## src/rtl/pipe_hazard_ctrl.sv

```systemverilog
// Pipeline sequencer for the fetch/decode/alu/tlblookup/wb processor.
// Generates the per-stage register enables and bubble/flush controls:
//   - a three-slot scoreboard (alu, tlb, wb) of in-flight register writes
//     stalls decode on read-after-write hazards (no bypass network);
//   - a taken branch in decode flushes the fetched instruction and masks
//     the following decode slot;
//   - a TLB miss freezes the pipe (only wb drains, with a bubble) until
//     the miss-done pulse.
// Saturating counters report stalled cycles and TLB miss entries.
// Ports:
//   clk_i, reset_i               clock, synchronous active-high reset
//   dec_*_i                      decode-stage instruction information
//   tlb_miss_i, tlb_miss_done_i  miss level / serviced pulse
//   enable_*_o                   per-stage pipeline register enables
//   bubble_alu_o, bubble_wb_o    force we=0 into the alu / wb stage register
//   flush_decode_o               clear the fetch->decode register
//   stall_cycles_o, miss_count_o performance counters
module pipe_hazard_ctrl #(
  parameter int unsigned REG_AW  = 3,
  parameter int unsigned R0_ZERO = 0,
  parameter int unsigned CNT_W   = 16
) (
  input  logic              clk_i,
  input  logic              reset_i,
  input  logic              dec_valid_i,
  input  logic [REG_AW-1:0] dec_srca_addr_i,
  input  logic              dec_srca_used_i,
  input  logic [REG_AW-1:0] dec_srcb_addr_i,
  input  logic              dec_srcb_used_i,
  input  logic [REG_AW-1:0] dec_dest_addr_i,
  input  logic              dec_we_i,
  input  logic              dec_branch_taken_i,
  input  logic              tlb_miss_i,
  input  logic              tlb_miss_done_i,
  output logic              enable_pc_o,
  output logic              enable_decode_o,
  output logic              enable_alu_o,
  output logic              enable_tlblookup_o,
  output logic              enable_wb_o,
  output logic              bubble_alu_o,
  output logic              bubble_wb_o,
  output logic              flush_decode_o,
  output logic [CNT_W-1:0]  stall_cycles_o,
  output logic [CNT_W-1:0]  miss_count_o
);

  typedef enum logic [0:0] {StRun, StMissWait} state_e;

  state_e            state_q, state_d;
  logic              kill_q, kill_d;
  logic              alu_v_q, alu_v_d, tlb_v_q, tlb_v_d, wb_v_q, wb_v_d;
  logic [REG_AW-1:0] alu_a_q, alu_a_d, tlb_a_q, tlb_a_d, wb_a_q, wb_a_d;
  logic [CNT_W-1:0]  stall_q, miss_q;
  logic              miss_inc;
  logic              dv, hit_a, hit_b, raw;

  function automatic logic slot_hit(input logic v, input logic [REG_AW-1:0] slot_a,
                                    input logic [REG_AW-1:0] src_a);
    return v && (slot_a == src_a) && !((R0_ZERO != 0) && (src_a == '0));
  endfunction

  always_comb begin
    // The instruction behind an accepted taken branch is wrong-path.
    dv    = dec_valid_i & ~kill_q;
    hit_a = slot_hit(alu_v_q, alu_a_q, dec_srca_addr_i) |
            slot_hit(tlb_v_q, tlb_a_q, dec_srca_addr_i) |
            slot_hit(wb_v_q, wb_a_q, dec_srca_addr_i);
    hit_b = slot_hit(alu_v_q, alu_a_q, dec_srcb_addr_i) |
            slot_hit(tlb_v_q, tlb_a_q, dec_srcb_addr_i) |
            slot_hit(wb_v_q, wb_a_q, dec_srcb_addr_i);
    raw   = dv & ((dec_srca_used_i & hit_a) | (dec_srcb_used_i & hit_b));
  end

  always_comb begin
    state_d            = state_q;
    kill_d             = 1'b0;
    alu_v_d            = alu_v_q;
    alu_a_d            = alu_a_q;
    tlb_v_d            = tlb_v_q;
    tlb_a_d            = tlb_a_q;
    wb_v_d             = wb_v_q;
    wb_a_d             = wb_a_q;
    miss_inc           = 1'b0;
    enable_pc_o        = 1'b1;
    enable_decode_o    = 1'b1;
    enable_alu_o       = 1'b1;
    enable_tlblookup_o = 1'b1;
    enable_wb_o        = 1'b1;
    bubble_alu_o       = 1'b0;
    bubble_wb_o        = 1'b0;
    flush_decode_o     = 1'b0;

    if (!reset_i) begin
      unique case (state_q)
        StRun: begin
          if (tlb_miss_i) begin
            // Freeze everything but wb, which drains a bubble.
            enable_pc_o        = 1'b0;
            enable_decode_o    = 1'b0;
            enable_alu_o       = 1'b0;
            enable_tlblookup_o = 1'b0;
            bubble_wb_o        = 1'b1;
            wb_v_d             = 1'b0;
            miss_inc           = 1'b1;
            state_d            = StMissWait;
          end else if (raw) begin
            enable_pc_o     = 1'b0;
            enable_decode_o = 1'b0;
            bubble_alu_o    = 1'b1;
            alu_v_d         = 1'b0;
            tlb_v_d         = alu_v_q;
            tlb_a_d         = alu_a_q;
            wb_v_d          = tlb_v_q;
            wb_a_d          = tlb_a_q;
          end else begin
            alu_v_d        = dv & dec_we_i;
            alu_a_d        = dec_dest_addr_i;
            tlb_v_d        = alu_v_q;
            tlb_a_d        = alu_a_q;
            wb_v_d         = tlb_v_q;
            wb_a_d         = tlb_a_q;
            flush_decode_o = dv & dec_branch_taken_i;
            kill_d         = dv & dec_branch_taken_i;
          end
        end
        StMissWait: begin
          enable_pc_o        = 1'b0;
          enable_decode_o    = 1'b0;
          enable_alu_o       = 1'b0;
          enable_tlblookup_o = 1'b0;
          bubble_wb_o        = 1'b1;
          wb_v_d             = 1'b0;
          if (tlb_miss_done_i) begin
            state_d = StRun;
          end
        end
        default: state_d = StRun;
      endcase
    end
  end

  always_ff @(posedge clk_i) begin
    if (reset_i) begin
      state_q <= StRun;
      kill_q  <= 1'b0;
      alu_v_q <= 1'b0;
      alu_a_q <= '0;
      tlb_v_q <= 1'b0;
      tlb_a_q <= '0;
      wb_v_q  <= 1'b0;
      wb_a_q  <= '0;
      stall_q <= '0;
      miss_q  <= '0;
    end else begin
      state_q <= state_d;
      kill_q  <= kill_d;
      alu_v_q <= alu_v_d;
      alu_a_q <= alu_a_d;
      tlb_v_q <= tlb_v_d;
      tlb_a_q <= tlb_a_d;
      wb_v_q  <= wb_v_d;
      wb_a_q  <= wb_a_d;
      if (!enable_pc_o && (stall_q != '1)) begin
        stall_q <= stall_q + CNT_W'(1);
      end
      if (miss_inc && (miss_q != '1)) begin
        miss_q <= miss_q + CNT_W'(1);
      end
    end
  end

  assign stall_cycles_o = stall_q;
  assign miss_count_o   = miss_q;

endmodule
```

## config.mk

```make
export PLATFORM = sky130hd
export DESIGN_NAME = pipe_hazard_ctrl
export DESIGN_NICKNAME = d
export VERILOG_FILES = /design/src/rtl/pipe_hazard_ctrl.sv
export SDC_FILE = /design/constraint.sdc
export NUM_CORES = 1
export LEC_CHECK = 0
export CAP_MARGIN = 15
export CORE_MARGIN = 3
export CORE_UTILIZATION = 44
export DETAILED_ROUTE_END_ITERATION = 10
export PLACE_DENSITY = 0.79
export SYNTH_ARGS = -nofsm -noshare
export SYNTH_HDL_FRONTEND = slang
export SYNTH_SLANG_ARGS = --single-unit
```

## constraint.sdc

```tcl
create_clock -name clk_i -period 1.9 [get_ports clk_i]
set_input_delay 0.38 -clock clk_i [delete_from_list [all_inputs] [get_ports clk_i]]
set_output_delay 0.38 -clock clk_i [all_outputs]
set_load 0.1 [all_outputs]
```

==> impl_metrics.env <==
export IMPL_status="complete, but fails checks"
export IMPL_violations="negative setup slack"
export IMPL_drtIter0Drc=227
export IMPL_whs_path_depth=2
export IMPL_drcViolationCount=0
export IMPL_yosys_warnings=0
export IMPL_fin_area_sq_um=4051
export IMPL_hold_slack_ns=0.4970
export IMPL_syn_instance_count=273
export IMPL_critPathKind="reg2out"
export IMPL_grt_max_degree=17
export IMPL_io_pins=58
export IMPL_core_area_sq_um=4911
export IMPL_clk_path_buf_depth=2
export IMPL_place_ws_ns=-0.7897
export IMPL_die_area_sq_um=6204
export IMPL_start_util_pct=47.44
export IMPL_synth_edff_count=0
export IMPL_diodes=0
export IMPL_fin_crit_ns=2.358
export IMPL_syn_area_per_cell_sq_um=8.534
export IMPL_first_pass_iters=4
export IMPL_reg2reg_to="stall_cycles_o[15]$_SDFFE_PP0P_"
export IMPL_area_delta_synth_final_pct=73.90
export IMPL_final_antenna_net_count=0
export IMPL_grt_util_all_layers_pct=25.40
export IMPL_ff2ff_setup_slack_ns=-0.31
export IMPL_synthesis_nets=293
export IMPL_setup_viol=20
export IMPL_cap_violations=0
export IMPL_rr_worst_depth=7
export IMPL_yosys_register_bits=46
export IMPL_dpl_instance_area_sq_um=3744
export IMPL_place_gp_congestion=0.8507
export IMPL_postCtsHoldBufs=0
export IMPL_gr_total_overflow=0
export IMPL_finClkSkew_ns=0.007193
export IMPL_antenna_found_initial=0
export IMPL_worst_slack_ns=-0.4578
export IMPL_fmax_ghz=0.4241
export IMPL_clock_latency_ns=0.30
export IMPL_crit_required_ns=1.52
export IMPL_floorplan_rows=25
export IMPL_routed_wl_um=7650
export IMPL_cp_data_arrival_time_ns=1.98
export IMPL_fin_tns_setup_ns=-5.127
export IMPL_powerDensity_nw_per_um2=556.8
export IMPL_yosysUniqueCellTypes=43
export IMPL_cp_max_fo=3
export IMPL_die_y_um=78.77
export IMPL_grt_pass1_wl_um=12420
export IMPL_cts_root_buf="clkbuf_8"
export IMPL_num_vias=2542
export IMPL_synth_ff_type="dfxtp_1"
export IMPL_period_share_pct=124.1
export IMPL_cts_max_level=2
export IMPL_clkTransAtPathRegs_ns=0.08
export IMPL_drive_above_1_share_pct=52.49
export IMPL_numPortBuffers=56
export IMPL_tritoncts="built"
export IMPL_timing_rr_start="tlb_a_q[0]$_SDFFE_PP0P_"
export IMPL_cp_startpoint="tlb_a_q[0]$_SDFFE_PP0P_"
export IMPL_via_per_inst=5.674
export IMPL_max_vdd_ir_drop_mv=0.4356
export IMPL_die_x_um=78.77
export IMPL_grt_pass1_vias=2598
export IMPL_slew_viol_final=0
export IMPL_drt_wirelength_per_cell_um=17.08
export IMPL_worstSetupEndpointType="primary output"
export IMPL_hold_path_class="reg2reg"
export IMPL_yosysSeqAreaShare_pct=39.53
export IMPL_dp_hpwl_um=5015
export IMPL_nets=400
export IMPL_numCtsBuffers=5
export IMPL_utilization_pct=82.50
export IMPL_crit_end="enable_pc_o"
export IMPL_async_reset_ff_share_pct=0
export IMPL_hold_viol=0
export IMPL_cp_start_kind="flip-flop"
export IMPL_rsz0062_at_grt="yes"
export IMPL_syn_cell_area_sq_um=2330
export IMPL_p_leak_nw=1.555
export IMPL_cts_sinks=46
how the worst min path moves through the flow:
stage,from,endpoint,slack (ns)
CTS,stall_cycles_o[10]$_SDFFE_PP0P_,stall_cycles_o[10]$_SDFFE_PP0P_,0.49
finish,wb_a_q[1]$_SDFFE_PP0P_,wb_a_q[1]$_SDFFE_PP0P_,0.50
detailed placement,stall_cycles_o[10]$_SDFFE_PP0P_,stall_cycles_o[10]$_SDFFE_PP0P_,0.48
global placement,stall_cycles_o[10]$_SDFFE_PP0P_,stall_cycles_o[10]$_SDFFE_PP0P_,0.47
global route,wb_a_q[1]$_SDFFE_PP0P_,wb_a_q[1]$_SDFFE_PP0P_,0.51
floorplan,state_q$_SDFF_PP0_,state_q$_SDFF_PP0_,0.45
synthesized netlist by cell type, types with 4 or more instances:
cell type | instances | area, sq um
nor2_1 | 20 | 75.07
nand3_1 | 11 | 55.05
xnor2_1 | 22 | 192.7
nor3_1 | 4 | 20.02
dfxtp_1 | 46 | 920.9
xor2_1 | 6 | 52.55
or3_1 | 15 | 93.84
nand4_1 | 15 | 93.84
mux2i_1 | 5 | 50.05
o21ai_1 | 14 | 70.07
nand2_1 | 24 | 90.09
clkbuf_1 | 9 | 33.78
and3_1 | 7 | 43.79
a21oi_1 | 26 | 130.1
inv_1 | 6 | 22.52
where the power goes:
part | switching, mW | total, mW | internal, mW | leakage [nW]
registers | 0.0251 | 0.993 | 0.968 | 0.397
logic | 0.299 | 0.532 | 0.232 | 1.11
clock network | 0.337 | 0.731 | 0.394 | 0.0524
total | 0.662 | 2.26 | 1.59 | 1.55
cell families (layout without fill, tap and decap cells):
kind of cell	Yosys count	count (layout)	synth area share, %
XOR/XNOR	28	28	10.53
buffers and inverters	21	129	5.101
adder cells (fa/ha/maj)	2	2	1.074
flip-flops	46	46	39.53
other	1	1	0.1610
AO/OA/AOI/OAI	55	55	14.88
AND/OR/NAND/NOR	115	115	26.58
multiplexers	5	5	2.148
sequential cells by signal (all words and copies together) (netlist names):
signal,cells
alu_a_q,3
alu_v_q,1
kill_q,1
miss_count_o,16
stall_cycles_o,16
state_q,1
tlb_a_q,3
tlb_v_q,1
wb_a_q,3
wb_v_q,1
critical path, stage by stage (launching register included):
cell and delay [ns]:
dfxtp_2 0.36, xnor2_1 0.20, nand4_1 0.21, a311oi_4 0.42
nor3_4 0.06, or2_4 0.26, buf_12 0.17
cell usage in the layout, fill, tap and decap left out, types with 3 or more instances in the layout:
cell type,instances
dfxtp_2,24
buf_12,27
a21oi_2,4
and3_1,4
inv_1,5
clkdlybuf4s50_1,9
mux2i_1,5
dfxtp_4,17
nor2_1,17
buf_4,65
o21ai_1,8
buf_6,5
dfxtp_1,5
clkdlybuf4s15_2,5
a21oi_1,22
clkbuf_8,5
xnor2_1,13
xnor2_2,9
nand3_1,10
nand4_1,15
nand2b_1,3
nand2_1,24
o21ai_2,7
xor2_1,6
or3_1,14
and3_4,3
layer usage:
metal / share of wire [%] / track usage, % / up-vias
li1: - / - / 1192
met1: 41 / 29.26 / 1196
met2: 50 / 44.14 / 122
met3: 6.1 / 5.442 / 32
met4: 3.5 / 12.94 / 0
met5: 0 / 0 / -
per-stage QoR:
step,cells,power [mW]
after floorplan,273,1.318
after global placement,430,1.495
after detailed placement,430,1.504
after CTS,447,2.245
after global routing,448,2.342
final,448,2.256
final cells by class:
class                           instances  area [sq um]
Sequential cell                        46          1015
Tap cell                               67         83.83
Fill cell                             297         859.6
Multi-Input combinational cell        206          1551
Timing Repair Buffer                  115          1269
Inverter                                6         26.28
Clock inverter                          1         30.03
Clock buffer                            7         76.32
timing repair:
| item | in CTS | in global routing |
|---|---|---|
| hold endpoints to repair | 0 | 0 |
| gates cloned | 1 | 0 |
| endpoints found under the setup margin | 32 | 25 |
| gates resized for setup | 44 | 10 |
| setup buffers | 9 | 2 |
| pin swaps | 19 | 17 |
Note: power is estimated with default switching activity, not from simulation.
